**src/rtl/trdmac_apb_driver.sv**
```systemverilog
// APB initiator that programs one TRDMAC transpose job, launches it and polls DMA_STATUS for done.
// Optional TRDMAC_DRV_TIMEOUT_EN bounds status polling to POLL_MAX reads (err=1 on expiry).
module trdmac_apb_driver #(
  parameter int unsigned POLL_GAP = 4,
  parameter int unsigned POLL_MAX = 1024
) (
  input  logic        clk,
  input  logic        rst_n,
  input  logic        req_valid_i,
  output logic        req_ready_o,
  input  logic [31:0] req_src_i,
  input  logic [31:0] req_dst_i,
  input  logic [5:0]  req_width_i,
  output logic        rsp_valid_o,
  output logic        rsp_err_o,
  output logic        busy_o,
  output logic        psel_o,
  output logic        penable_o,
  output logic [11:0] paddr_o,
  output logic        pwrite_o,
  output logic [31:0] pwdata_o,
  input  logic        pready_i,
  input  logic [31:0] prdata_i,
  input  logic        pslverr_i
);

  typedef enum logic [2:0] {IDLE, SETUP, ACCESS, GAP, DONE} state_t;

  state_t      state;
  logic [2:0]  step;
  logic [31:0] src_q;
  logic [31:0] dst_q;
  logic [5:0]  width_q;
  logic [7:0]  gap_cnt;
  logic        handshake;
  logic        poll_last;
  logic [2:0]  step_nxt;

  assign req_ready_o = (state == IDLE);
  assign handshake   = req_valid_i & req_ready_o;
  assign step_nxt    = step + 3'd1;

  function automatic logic [11:0] addr_for(input logic [2:0] s);
    return 12'h100 + {7'd0, s, 2'b00};
  endfunction

  function automatic logic [31:0] wdata_for(input logic [2:0] s, input logic [31:0] src,
                                            input logic [31:0] dst, input logic [5:0] width);
    case (s)
      3'd0:    return src;
      3'd1:    return dst;
      3'd2:    return {26'd0, width};
      default: return 32'h1;
    endcase
  endfunction

`ifdef TRDMAC_DRV_TIMEOUT_EN
  localparam int unsigned PW = $clog2(POLL_MAX + 1);

  logic [PW-1:0] poll_cnt;
  logic          unused_bits;

  assign unused_bits = ^prdata_i[31:1];
  assign poll_last   = (poll_cnt == PW'(POLL_MAX - 1));

  always_ff @(posedge clk or negedge rst_n) begin
    if (!rst_n) begin
      poll_cnt <= '0;
    end else if (handshake) begin
      poll_cnt <= '0;
    end else if (state == ACCESS && pready_i && step == 3'd4) begin
      poll_cnt <= poll_cnt + 1'b1;
    end
  end
`else
  logic unused_bits;

  assign unused_bits = (^prdata_i[31:1]) ^ (POLL_MAX == 0);
  assign poll_last   = 1'b0;
`endif

  // APB outputs are registered, so each transition loads the values of the state being entered.
  always_ff @(posedge clk or negedge rst_n) begin
    if (!rst_n) begin
      state       <= IDLE;
      step        <= '0;
      src_q       <= '0;
      dst_q       <= '0;
      width_q     <= '0;
      gap_cnt     <= '0;
      psel_o      <= 1'b0;
      penable_o   <= 1'b0;
      paddr_o     <= '0;
      pwrite_o    <= 1'b0;
      pwdata_o    <= '0;
      rsp_valid_o <= 1'b0;
      rsp_err_o   <= 1'b0;
      busy_o      <= 1'b0;
    end else begin
      case (state)
        IDLE: begin
          if (handshake) begin
            src_q     <= req_src_i;
            dst_q     <= req_dst_i;
            width_q   <= req_width_i;
            step      <= '0;
            busy_o    <= 1'b1;
            psel_o    <= 1'b1;
            penable_o <= 1'b0;
            paddr_o   <= addr_for(3'd0);
            pwrite_o  <= 1'b1;
            pwdata_o  <= req_src_i;
            state     <= SETUP;
          end
        end
        SETUP: begin
          penable_o <= 1'b1;
          state     <= ACCESS;
        end
        ACCESS: begin
          if (pready_i) begin
            if (pslverr_i || (step == 3'd4 && !prdata_i[0] && poll_last)) begin
              psel_o      <= 1'b0;
              penable_o   <= 1'b0;
              pwrite_o    <= 1'b0;
              rsp_valid_o <= 1'b1;
              rsp_err_o   <= 1'b1;
              state       <= DONE;
            end else if (step < 3'd3) begin
              step      <= step_nxt;
              penable_o <= 1'b0;
              paddr_o   <= addr_for(step_nxt);
              pwrite_o  <= 1'b1;
              pwdata_o  <= wdata_for(step_nxt, src_q, dst_q, width_q);
              state     <= SETUP;
            end else if (step == 3'd4 && prdata_i[0]) begin
              psel_o      <= 1'b0;
              penable_o   <= 1'b0;
              pwrite_o    <= 1'b0;
              rsp_valid_o <= 1'b1;
              rsp_err_o   <= 1'b0;
              state       <= DONE;
            end else begin
              step      <= 3'd4;
              psel_o    <= 1'b0;
              penable_o <= 1'b0;
              pwrite_o  <= 1'b0;
              gap_cnt   <= 8'(POLL_GAP - 1);
              state     <= GAP;
            end
          end
        end
        GAP: begin
          if (gap_cnt == 8'd0) begin
            psel_o    <= 1'b1;
            penable_o <= 1'b0;
            paddr_o   <= addr_for(3'd4);
            pwrite_o  <= 1'b0;
            state     <= SETUP;
          end else begin
            gap_cnt <= gap_cnt - 8'd1;
          end
        end
        DONE: begin
          rsp_valid_o <= 1'b0;
          rsp_err_o   <= 1'b0;
          busy_o      <= 1'b0;
          state       <= IDLE;
        end
        default: state <= IDLE;
      endcase
    end
  end

endmodule

```
**config.mk**
```make
export PLATFORM = sky130hd
export DESIGN_NAME = trdmac_apb_driver
export DESIGN_NICKNAME = d
export VERILOG_FILES = /design/src/rtl/trdmac_apb_driver.sv
export SDC_FILE = /design/constraint.sdc
export NUM_CORES = 1
export LEC_CHECK = 0
export BUFFER_PORTS_ARGS = -buffer_cell sky130_fd_sc_hd__buf_2
export CAP_MARGIN = 20
export CELL_PAD_IN_SITES_DETAIL_PLACEMENT = 1
export CELL_PAD_IN_SITES_GLOBAL_PLACEMENT = 1
export CORE_ASPECT_RATIO = 1.75
export CORE_MARGIN = 4
export CORE_UTILIZATION = 41
export CTS_CLUSTER_DIAMETER = 30
export CTS_CLUSTER_SIZE = 24
export DETAILED_ROUTE_END_ITERATION = 8
export PLACE_DENSITY = 0.8
export REMOVE_ABC_BUFFERS = 1
export SYNTH_ARGS = -nofsm -noshare
export SYNTH_HDL_FRONTEND = slang
export SYNTH_SLANG_ARGS = --single-unit
```
**constraint.sdc**
```tcl
create_clock -name clk -period 2.42 [get_ports clk]
set_clock_uncertainty 0.2 [all_clocks]
set_input_delay 0 -clock clk [delete_from_list [all_inputs] [get_ports clk]]
set_output_delay 0 -clock clk [all_outputs]
set_load 0.01 [all_outputs]
```
Word-level counts from Yosys, hierarchy flattened
Index checks and enable logic that the tools add are counted.

Flip-flop bits (word level): 134. Bits of input ports: 107. Logic and storage cells: 114.

Add/sub/neg operators: 3. $lt $le $gt $ge: 1. Eq/ne operators: 18. Multiplexer cells: 56. Bitwise logic cells: 1. Reductions and logical operators: 21.

Operators with widths (count): $mux W32 (4); $pmux W32 S3 (1); $pmux W32 S2 (1); $mux W12 (5); $mux W8 (5); $pmux W12 S3 (1); $mux W3 (11); $mux W1 (19); $pmux W8 S2 (1); $reduce_and A5 Y1 (3); $ne A2 B2 Y1 const B (7); $pmux W3 S4 (1); $reduce_and A4 Y1 (3); $reduce_and A6 Y1 (2); $add A9 B5 Y10 const A (1); $eq A3 B2 Y1 const B (3); $ne A3 B3 Y1 const B (3); $logic_not A8 Y1 (1); $reduce_bool A2 Y1 (4); $sub A8 B1 Y8 const B (1); $eq A3 B1 Y1 const B (2); $eq A3 B3 Y1 const B (2); $logic_not A3 Y1 (2); $pmux W1 S2 (3); 12 further kinds (14).

Longest topological paths before layout
Word-level depth: 7. Depth in mapped cells: 7. Depth with buffers taken out: 6.

Least setup slack after synthesis
No wires, ideal clock.

Path type: flip-flop to flip-flop. Start point: register gap_cnt[0]. End point: register paddr_o[4]. Data arrival time: 1.869 ns. Slack: 0.226 ns. Cell stages (with the launch flop): 8. Path buffers: 1. Period minus slack after synthesis: 2.194 ns. Cell sequence: dfrtp_1 > inv_1 > ha_1 > or4b_4 > buf_6 > o31ai_4 > nand3_2 > mux2_4.

Word-level cells in the longest chain between the ends: 3.

RTL lines: from (decl) (RTL line 34) `logic [7:0] gap_cnt;`; from (signal assigned) (RTL line 148) `gap_cnt <= 8'(POLL_GAP - 1);`; from (signal assigned) (RTL line 161) `gap_cnt <= gap_cnt - 8'd1;`; $logic_not A8 Y1 (RTL line 154) `if (gap_cnt == 8'd0) begin`; $ne A2 B2 Y1 (no line); $reduce_and A6 Y1 (no line); to (signal assigned) (RTL line 110) `paddr_o <= addr_for(3'd0);`; to (signal assigned) (RTL line 132) `paddr_o <= addr_for(step_nxt);`; to (signal assigned) (RTL line 157) `paddr_o <= addr_for(3'd4);`; to (decl) (RTL line 19) `output logic [11:0] paddr_o,`.

Every way passes these cells. A chain may end at the register's enable or synchronous reset.

Worst setup path after layout
Start point: register gap_cnt[1]. End point: register paddr_o[4].

The elaborated chain is that of the path after synthesis.

==> out/results.tsv <==
metric	value	unit
status	completed	
nets@finish	797	
Worst Tran Pin Value	0.601	ns
gpl congestion	0.765	
DRC	0	
max-cap violations	0	
Fin. Hold Viols	0	
clock sinks	126	
Initial Utilization	42.3	%
CP bufs+invs	1	
share of post-route cells with drive strength above 1	36.6	%
WHS Path Cells	3	
most common cell after layout, fill and taps aside	dfrtp_1	
top cell family by delay on the critical path	simple AND/OR/NAND/NOR gates	
Die Ht	164	um
Area Growth Syn to Fin	39.6	%
vias	4871	
Async S/R FF share, synth	100	%
TritonCTS Buffers	17	
Cells after Synth	487	
I/O Pins	158	
first-pass GRT wire length	29500	um
placement-stage cell area	6550	um2
final instance area	7980	um2
worst-path cell chain	inv_1 > ha_1 > or4b_4 > o31ai_4 > nand3_2 > mux2_4	
core area	13500	um2
Critical Path Source Type	flop	
CTS max path bufs	2	
FF-to-FF End	paddr_o[4]	
total track usage	23.7	%
synthesized flop and latch total	126	
DRT Pass-1 Iters	4	
DIE WIDTH	97.3	um
post-DR wirelength/cell	21.5	um
Worst-Skew Late Latency	0.42	ns
CTS tree	done	
initial antenna violation count	2	
fill count	1430	
leak pwr	3.93	nW
clk slew on worst S/H paths	0.06	ns
Crit Path Max Fanout	6	
H-Tree Depth	4	
CP max stage delay	0.52	ns
Reg2Reg Depth	6	
setup slack, reg-to-reg	0.07	ns
Post-synth top flop	dfrtp_1	
Slew headroom	59.7	%
PortBufs	118	
largest net degree at the start of global routing	75	
grt ovf	0	
min-delay src	req_dst_i[28]	
DPL Wire Length	10700	um
fin crit share	97.0	%
unique cell type count in the Yosys netlist	55	
Root Driver	clkbuf_16	
RSZ-0062 raised after global routing	false	
final setup vio count	0	
Worst EP required	2.51	ns
Avg Vias per Cell	5.57	
Routed WL	18800	um
DRT iter0 DRCs	236	
sequential-to-total area share from yosys stat	55.2	%
Final Power	0.00512	W
vias in the first global route	5572	
Worst R2R Start	gap_cnt[1]	
critical path class	reg2reg	
Slew Limit Fails	0	
Power Dens Cells	641	nW/um2
Hold EP	dst_q[28]	
Avg Synthesized Cell Area	11.7	um2
Crit. End Element	flop	
post-synthesis cell area	5720	um2
number of synthesized flops with an enable pin	0	
Hold WC Path Type	in2reg	
placement row count	56	
Synth Warn #	0	
Final ANT Viol Nets	0	
Fmax achieved	426	MHz
minimum clock period	2.35	ns
most frequent cells in the layout	dfrtp_1, buf_2, dlygate4sd3_1	
Arr. time, crit path	2.44	ns
Die ar.	16000	um2
Max IR drop VDD	0.503	mV
slowest library cell on the worst path	or4b_4	
metrics by stage:
| step | hold WS (ns) | utilization (%) | cells | TNS (ns) | worst slack (ns) |
|---|---|---|---|---|---|
| final | 0.154 | 59.0 | 874 | 0 | 0.0722 |
| after global routing | 0.150 | 59.0 | 873 | 0 | 0.00181 |
| after CTS | 0.140 | 58.7 | 867 | 0 | 0.0643 |
| after detailed placement | -0.253 | 48.4 | 758 | 0 | 0.0881 |
| after global placement | -0.263 | 48.4 | 758 | 0 | 0.170 |
| after floorplan | -0.496 | - | 452 | -86.22 | -1.00 |
tightest hold or removal path, cell delays in order:
cell and delay [ns]:
dlygate4sd3_1 0.52, buf_2 0.09, mux2_2 0.13
cells in the mapped netlist (all sizes together) (2+ instances only):
cell	number	area (um2)
o22ai	3	18.8
mux2	71	803
buf	24	145
a22o	3	27.5
nor4	2	12.5
o31ai	28	224
nand2	35	131
o2bb2ai	3	26.3
a221oi	26	228
o21a	2	15.0
nor2	43	161
inv	10	37.5
a222oi	6	60.1
nand3	5	30.0
nand2b	2	12.5
nand4	3	18.8
ha	6	75.1
nor3	14	70.1
clkbuf	18	67.6
a21oi	16	80.1
o21ai	9	45.0
xor2	5	51.3
dfrtp	126	3150
a21o	3	23.8
a31oi	3	18.8
state kept, by name, indices dropped and copies added, names as in the netlist:
signal / flops
step: 3
psel_o: 1
paddr_o: 4
pwdata_o: 32
state: 3
rsp_valid_o: 1
pwrite_o: 1
rsp_err_o: 1
gap_cnt: 8
src_q: 32
width_q: 6
penable_o: 1
dst_q: 32
busy_o: 1
where the power goes:
| part | switching (W) | internal, W |
|---|---|---|
| Sequential | 0.0000146 | 0.00213 |
| Clock | 0.00100 | 0.00164 |
| Combinational | 0.000157 | 0.000169 |
| Total | 0.00117 | 0.00394 |
layout make-up:
| cell class | instances | area [um2] | area share (%) |
|---|---|---|---|
| inverter | 10 | 37.5 | 0.470 |
| tap | 174 | 218 | 2.73 |
| clock inverter | 14 | 184 | 2.30 |
| clock buffer | 18 | 429 | 5.38 |
| sequential | 126 | 3150 | 39.5 |
| antenna | 3 | 7.51 | 0.0941 |
| timing repair buffer | 213 | 1600 | 20.0 |
| multi-input combinational | 316 | 2350 | 29.5 |
per-layer routing:
metal	global-route usage [%]	routed length (um)
met3	4.89	668
met2	44.0	10500
met1	24.1	6650
met5	0	0
met4	15.1	969
logic make-up (layout without fill, tap and decap cells):
group,count (synthesis),in the layout,share of synthesized area (%)
buf+inv,52,255,4.38
compound gates,107,107,14.2
flops,126,126,55.2
xor+xnor,6,6,1.05
simple gates,117,117,9.59
mux,72,72,14.2
fa+ha+maj,6,6,1.31
other cells,1,11,0.0656
worst max path at each step:
stage	from	end	slack, ns	cells after the start
after floorplan	state[0]	dst_q[0]	-1.0	3
after global placement	gap_cnt[1]	paddr_o[4]	0.17	6
after detailed placement	gap_cnt[1]	paddr_o[4]	0.09	6
after CTS	gap_cnt[1]	paddr_o[4]	0.06	6
after global routing	gap_cnt[1]	paddr_o[4]	0.002	6
final	gap_cnt[1]	paddr_o[4]	0.07	6
timing repair:
item	CTS	global route
buffers inserted	0	4
hold buffers	77	0
gates resized for setup	0	1
endpoints found under the setup margin	0	4
endpoints found under the hold margin	239	0
No activity file was read; power rests on OpenSTA's default activity.
